[src/rtl/sar_search.sv]
// Successive-approximation search engine: drives a guess into an external
// magnitude comparator and binary-searches on its g/e/l flags until equality.
module sar_search #(
    parameter int WIDTH = 4,
    parameter int STEPW = 4
) (
    input  logic             clk,
    input  logic             rst,
    input  logic             start,
    input  logic             g,
    input  logic             e,
    input  logic             l,
    output logic [WIDTH-1:0] guess,
    output logic             busy,
    output logic             done,
    output logic             err,
    output logic [WIDTH-1:0] found,
    output logic [STEPW-1:0] steps,
    output logic [2:0]       dbg_state
);

    typedef enum logic [2:0] {
        S_IDLE  = 3'd0,
        S_DRIVE = 3'd1,
        S_EVAL  = 3'd2,
        S_DONE  = 3'd3,
        S_ERR   = 3'd4
    } state_t;

    localparam logic [WIDTH-1:0] MAX_V = '1;
    localparam logic [WIDTH-1:0] MID_V = MAX_V >> 1;

    state_t           state_q, state_d;
    logic [WIDTH-1:0] lo_q, lo_d;
    logic [WIDTH-1:0] hi_q, hi_d;
    logic [WIDTH-1:0] guess_q, guess_d;
    logic [WIDTH-1:0] found_q, found_d;
    logic [STEPW-1:0] steps_q, steps_d;
    logic [WIDTH:0]   sum;
    logic [2:0]       flags;

    // Midpoint sum carries one extra bit so lo+hi never wraps.
    assign sum   = {1'b0, lo_q} + {1'b0, hi_q};
    assign flags = {g, e, l};

    always_ff @(posedge clk or posedge rst) begin
        if (rst) begin
            state_q <= S_IDLE;
            lo_q    <= '0;
            hi_q    <= MAX_V;
            guess_q <= '0;
            found_q <= '0;
            steps_q <= '0;
        end else begin
            state_q <= state_d;
            lo_q    <= lo_d;
            hi_q    <= hi_d;
            guess_q <= guess_d;
            found_q <= found_d;
            steps_q <= steps_d;
        end
    end

    always_comb begin
        state_d = state_q;
        lo_d    = lo_q;
        hi_d    = hi_q;
        guess_d = guess_q;
        found_d = found_q;
        steps_d = steps_q;
        case (state_q)
            S_IDLE, S_DONE, S_ERR: begin
                if (start) begin
                    lo_d    = '0;
                    hi_d    = MAX_V;
                    guess_d = MID_V;
                    steps_d = '0;
                    found_d = '0;
                    state_d = S_EVAL;
                end
            end
            S_EVAL: begin
                // Flags describe the guess registered on the previous edge.
                steps_d = steps_q + 1'b1;
                case (flags)
                    3'b010: begin
                        found_d = guess_q;
                        state_d = S_DONE;
                    end
                    3'b100: begin
                        if (guess_q == MAX_V) begin
                            state_d = S_ERR;
                        end else begin
                            lo_d    = guess_q + 1'b1;
                            state_d = (lo_d > hi_q) ? S_ERR : S_DRIVE;
                        end
                    end
                    3'b001: begin
                        if (guess_q == '0) begin
                            state_d = S_ERR;
                        end else begin
                            hi_d    = guess_q - 1'b1;
                            state_d = (lo_q > hi_d) ? S_ERR : S_DRIVE;
                        end
                    end
                    default: state_d = S_ERR;
                endcase
            end
            S_DRIVE: begin
                guess_d = sum[WIDTH:1];
                state_d = S_EVAL;
            end
            default: state_d = S_IDLE;
        endcase
    end

    assign guess     = guess_q;
    assign found     = found_q;
    assign steps     = steps_q;
    assign busy      = (state_q == S_DRIVE) || (state_q == S_EVAL);
    assign done      = (state_q == S_DONE);
    assign err       = (state_q == S_ERR);
    assign dbg_state = state_q;

endmodule
[config.mk]
export PLATFORM = sky130hd
export DESIGN_NAME = sar_search
export DESIGN_NICKNAME = d
export VERILOG_FILES = /design/src/rtl/sar_search.sv
export SDC_FILE = /design/constraint.sdc
export NUM_CORES = 1
export LEC_CHECK = 0
export CORE_ASPECT_RATIO = 0.6
export CORE_MARGIN = 5
export CORE_UTILIZATION = 41
export DETAILED_ROUTE_END_ITERATION = 6
export DONT_BUFFER_PORTS = 1
export HOLD_SLACK_MARGIN = 0.06
export PLACE_DENSITY = 0.54
export SETUP_SLACK_MARGIN = 0.05
export SLEW_MARGIN = 10
export SYNTH_ARGS = -nofsm -noshare
export SYNTH_HDL_FRONTEND = slang
export SYNTH_SLANG_ARGS = --single-unit
[constraint.sdc]
create_clock -name clk -period 2.4 [get_ports clk]
set_input_delay 0.24 -clock clk [delete_from_list [all_inputs] [get_ports clk]]
set_output_delay 0.24 -clock clk [all_outputs]
set_load 0.005 [all_outputs]
# [Word level (Yosys, flattened, before mapping)]
# Index checks and enable logic that the tools add are counted.
[word_totals] regBits=23 elab_cells=57
[op_classes] addsub=4 n_lt_le_gt_ge=2 n_eq_ne=14 mux=20 reduce_logical=11
[op_table] operator="4-bit case mux with 2 select lines" count=5
[op_table] operator="4-bit 2-to-1 mux" count=8
[op_table] operator="3-bit case mux with 3 select lines" count=2
[op_table] operator="3-bit 2-to-1 mux" count=5
[op_table] operator="3-bit by 2-bit == test with 1-bit output (second input constant)" count=3
[op_table] operator="4-bit by 1-bit adder with 4-bit output (second input constant)" count=2
[op_table] operator="4-bit > comparator" count=2
[op_table] operator="4-bit AND reduction" count=2
[op_table] operator="3-bit by 1-bit == test with 1-bit output (second input constant)" count=2
[op_table] operator="3-bit == test (second input constant)" count=2
[op_table] operator="2-bit by 1-bit inequality test with 1-bit output (second input constant)" count=3
[op_table] operator="2-bit inequality test (second input constant)" count=3
[op_table] operator="4-bit by 4-bit adder with 5-bit output" count=1
[op_table] operator="4-bit == test (second input constant)" count=1
[op_table] operator="4-bit zero test" count=1
[op_table] operator="2-bit AND reduction" count=2
[op_table] operator="2-bit nonzero test" count=2
[op_table] operator="4-bit by 1-bit subtractor with 4-bit output (second input constant)" count=1
[op_table] operator="3-bit zero test" count=1
[op_table] operator="3-bit AND reduction" count=1
[op_table] operator="3-bit OR reduction" count=1
[op_table] operator="1-bit logical OR" count=1

# [Logic depth before layout (Yosys ltp)]
[depth] ltp_word=6 mapped_depth=9

# [Worst setup path before layout]
# Ideal clock, no wire load.
[synth_timing] path_kind="register to register" startpoint="register guess_q[0], in the netlist guess[0]" endpoint="register state_q[0], in the netlist dbg_state[0]" arrival_time_ns=1.852 setup_slack_ns=0.427 path_stages_with_launch=9 n_path_buf=0 period_less_slack_ns=1.973 cell_sequence="dfrtp_1 > inv_1 > ha_1 > ha_1 > nor2b_1 > o211ai_1 > a211oi_2 > nor3_1 > a22o_1"
[synth_between] elab_chain_len=6 word_cells_on_any_way=12 classes_between="add/sub: 2; order compare: 2; eq/ne: 1; mux: 6; reduce/logical: 1"
[synth_lines] item="start: declaration" line_no="36" text="logic [WIDTH-1:0] guess_q, guess_d;"
[synth_lines] item="start signal: assignment" line_no="58" text="guess_q <= guess_d;"
[synth_lines] item="4-bit by 1-bit subtractor with 4-bit output or 4-bit by 1-bit adder with 4-bit output (tied branches)" line_no="102, 94"
[synth_lines] item="4-bit > comparator (on tied branches)" line_no="103, 95"
[synth_lines] item="3-bit 2-to-1 mux (on tied branches)" line_no="103, 95"
[synth_lines] item="3-bit 2-to-1 mux (on tied branches)" line_no="99, 91"
[synth_lines] item="3-bit case mux with 3 select lines (*)" line_no="85" text="case (flags)"
[synth_lines] item="3-bit case mux with 3 select lines (*)" line_no="71" text="case (state_q)"
[synth_lines] item="end signal: assignment" line_no="55" text="state_q <= state_d;"
[synth_lines] item="end: declaration" line_no="33" text="state_t state_q, state_d;"
# Mark *: on every way between the ends. The rest lies on a longest branch, timed or not.
# A chain may end at the register's enable or synchronous reset.

# [Worst setup path after layout]
[layout_timing] startpoint="register guess_q[1], in the netlist guess[1]" endpoint="register state_q[0], in the netlist dbg_state[0]"
# Same word-level chain as after synthesis.

==> metrics.md <==
| Metric | Value |
|---|---|
| Max Cap Viol | `0` |
| # DRC | `0` |
| Max Slew Vio Count | `0` |
| Seq/Total Area, Yosys | `38.0%` |
| Worst-path fanout max | `7` |
| Syn_nets | `181` |
| Hold buffer count at cts | `0` |
| Worst Setup Start Kind | `register` |
| Layout cells sized above 1 | `11.1%` |
| Syn. warnings | `0` |
| Commonest non-fill, non-tap cells in the layout | `dfrtp_1, nor2_1, ha_1` |
| Synth cell types | `41` |
| Worst EP arrival | `2.38 ns` |
| Fmax | `452 MHz` |
| Post-synth top area share | `31.1%` |
| Ports | `24` |
| Setup CP Type | `register to register` |
| # fillers | `338` |
| Crit. End Element | `register` |
| Slew margin rel. | `38.5%` |
| Clk buf depth | `2` |
| Area Growth Syn to Fin | `5.33%` |
| Avg WL per Cell | `17.9 um` |
| Most used cell along the critical path | `ha_1` |
| Critical Path, Cell by Cell | `inv_1 -> ha_1 -> xnor2_1 -> ha_1 -> nand4_1 -> nor2_1 -> a211oi_2 -> nor3_1 -> a22o_1` |
| Port bufs | `0` |
| Initial antenna violation count | `0` |
| Clock latency at the later pin of the worst-skew pair | `0.27 ns` |
| Delay of the slowest critical-path stage | `0.54 ns` |
| HPWL after DPL | `2800 um` |
| Die area | `5080 um2` |
| Cell taking the most area after synthesis | `dfrtp_1` |
| Syn Area/Cell | `9.54 um2` |
| CTS H-tree lvls | `1` |
| Drt initial violations | `88` |
| Setup violators final | `0` |
| CTS tree | `done` |
| Root Buffer | `clkbuf_8` |
| Total iterations of the first detailed-routing run | `4` |
| Worst-Margin Slew | `0.921 ns` |
| GR Overflow Total | `0` |
| CTS resizes | `0` |
| Total clock sinks | `23` |
| Critical Path Slowest Stage Cell | `dfrtp_1` |
| Die Y | `57.3 um` |
| DP Worst Slack | `0.262 ns` |
| Setup TNS | `0 ns` |
| DRT Wirelength | `3740 um` |
| # diodes | `0` |
| Die W | `88.8 um` |
| Reg-to-reg slack, setup | `0.19 ns` |
| Commonest non-fill, non-tap cell in the layout | `dfrtp_1` |
| Final GP Congestion | `0.873` |
| FF-to-FF Start | `guess[1]$_DFFE_PP0P_` |
| Core area | `3640 um2` |
| Antenna-violating nets left | `0` |
| Number of global-route vias before repair | `1,115` |
| CTS clk-pin slew, worst paths | `0.09 ns` |
| Vias per cell | `5.67` |
| Number of setup buffers added after CTS | `0` |
| Final Hold Fails | `0` |
| Post-route setup slack | `0.189 ns` |
| Area contributors post-synth | `dfrtp_1, ha_1, dfstp_2` |
| Synthesis-stage register bit count | `23` |
| DR vias | `1,184` |
| Tcrit/Tclk final | `92.1%` |
| Starting Density | `42.0%` |
| Type of the worst min-delay path | `input port to async pin` |
| RSZ-0062 raised after global routing | `no` |
| Critical Path Start | `guess[1]$_DFFE_PP0P_` |
| Synthesized area | `1530 um2` |
| Fin nets | `184` |
| Lkg Pwr | `0.000737 uW` |
| Crit path required time | `2.56 ns` |
| Largest net degree at the start of global routing | `24` |
| Tmin final | `2.21 ns` |
| Mapped Cells | `160` |
| Peak supply drop | `0.297 mV` |
| Pwr Density | `714 nW/um2` |
| Core Rows | `17` |
| First-pass GRT wire length | `5940 um` |
| CTS Buf Count | `3` |
| Setup Skew | `0.00625 ns` |
| Status | `finished, final reports clean` |
| Total GRT Usage | `15.9%` |
## Yosys cell counts
cell type  number
buf_2           1
a21oi_1         6
nand4_1         2
ha_1           14
o22ai_1         1
buf_6           3
a31o_2          1
a22o_1          1
and2_1          3
nor2_1         14
and3b_1         1
and4_1          1
nor4_1          1
and2b_1         1
nor2b_1         2
nand3_1         9
a211oi_2        2
o21a_1          2
xnor2_1         6
xor2_1          3
inv_1          12
a32o_1          2
o21ai_1         1
a22oi_1         1
nand2b_1        2
nand2_1        12
fa_1            1
o31ai_4         1
o21ai_0        12
mux2i_1         1
nor3b_4         1
nor3_1          3
a21o_4          1
o21ai_2         1
a21o_1          2
o211ai_1        2
nor3b_1         1
dfrtp_1        19
a31oi_1         6
dfstp_2         4
buf_4           1
## sequential cells by signal, indices dropped and copies added, names as in the netlist
signal     cells
hi_q           4
steps          4
found          4
guess          4
lo_q           4
dbg_state      3
## worst paths after layout
path                                            endpoint  cells after the start
worst max-delay path            dbg_state[0]$_DFFE_PP0N_                      9
max in group asynchronous            lo_q[1]$_DFFE_PP0P_                      1
worst max register to register  dbg_state[0]$_DFFE_PP0N_                      9
min in group clk                dbg_state[0]$_DFFE_PP0N_                      2
worst min register to register       hi_q[3]$_DFFE_PP1P_                      2
worst min-delay path                found[0]$_DFFE_PP0P_                      1
## critical path, delay by kind of cell (launching register included)
family          cells  cell delay [ns]
flops               1             0.54
fa+ha+maj           2             0.51
compound gates      2             0.48
simple gates        3             0.26
xor+xnor            1             0.25
buf+inv             1             0.08
## layer usage
layer  track usage (%)  vias to the layer above  part of all wire (%)
met5                 0                        -                     0
met4              4.53                        0                   1.2
met3              4.47                        6                   5.1
met2              21.6                       29                    39
met1              24.3                      576                    54
li1                  -                      573                     -
## report_power, final
group / switching (uW) / internal (uW)
clock network: 135 / 116
logic: 203 / 133
registers: 92.5 / 469
total: 430 / 718
## cell type report
type                            instances  area, um2  share of cell area [%]
Clock buffer                            3       41.3                    2.57
Clock inverter                          1       5.00                   0.311
Inverter                               12       45.0                    2.80
Multi-Input combinational cell        120        855                    53.2
Sequential cell                        23        581                    36.1
Tap cell                               47       58.8                    3.66
Timing Repair Buffer                    3       22.5                    1.40
## cell families after synthesis
family,count (synthesis),synth area share [%]
adder cells (fa/ha/maj),15,12.8
AND/OR/NAND/NOR,53,17.8
buffers and inverters,17,5.98
XOR/XNOR,9,5.16
flip-flops,23,38.0
AO/OA/AOI/OAI,42,19.6
multiplexers,1,0.656
## metrics by stage
step / cells / area [um2] / total power [uW] / util (%) / hold slack (ns)
finish: 209 / 1610 / 1150 / 44.2 / 0.0496
global route: 209 / 1610 / 1230 / 44.2 / 0.135
CTS: 209 / 1610 / 1160 / 44.2 / 0.0824
detailed placement: 205 / 1560 / 904 / 42.9 / 0.391
global placement: 205 / 1560 / 893 / 42.9 / 0.369
floorplan: 160 / 1530 / 820 / - / 0.239
No activity file was read; power rests on OpenSTA's default activity.
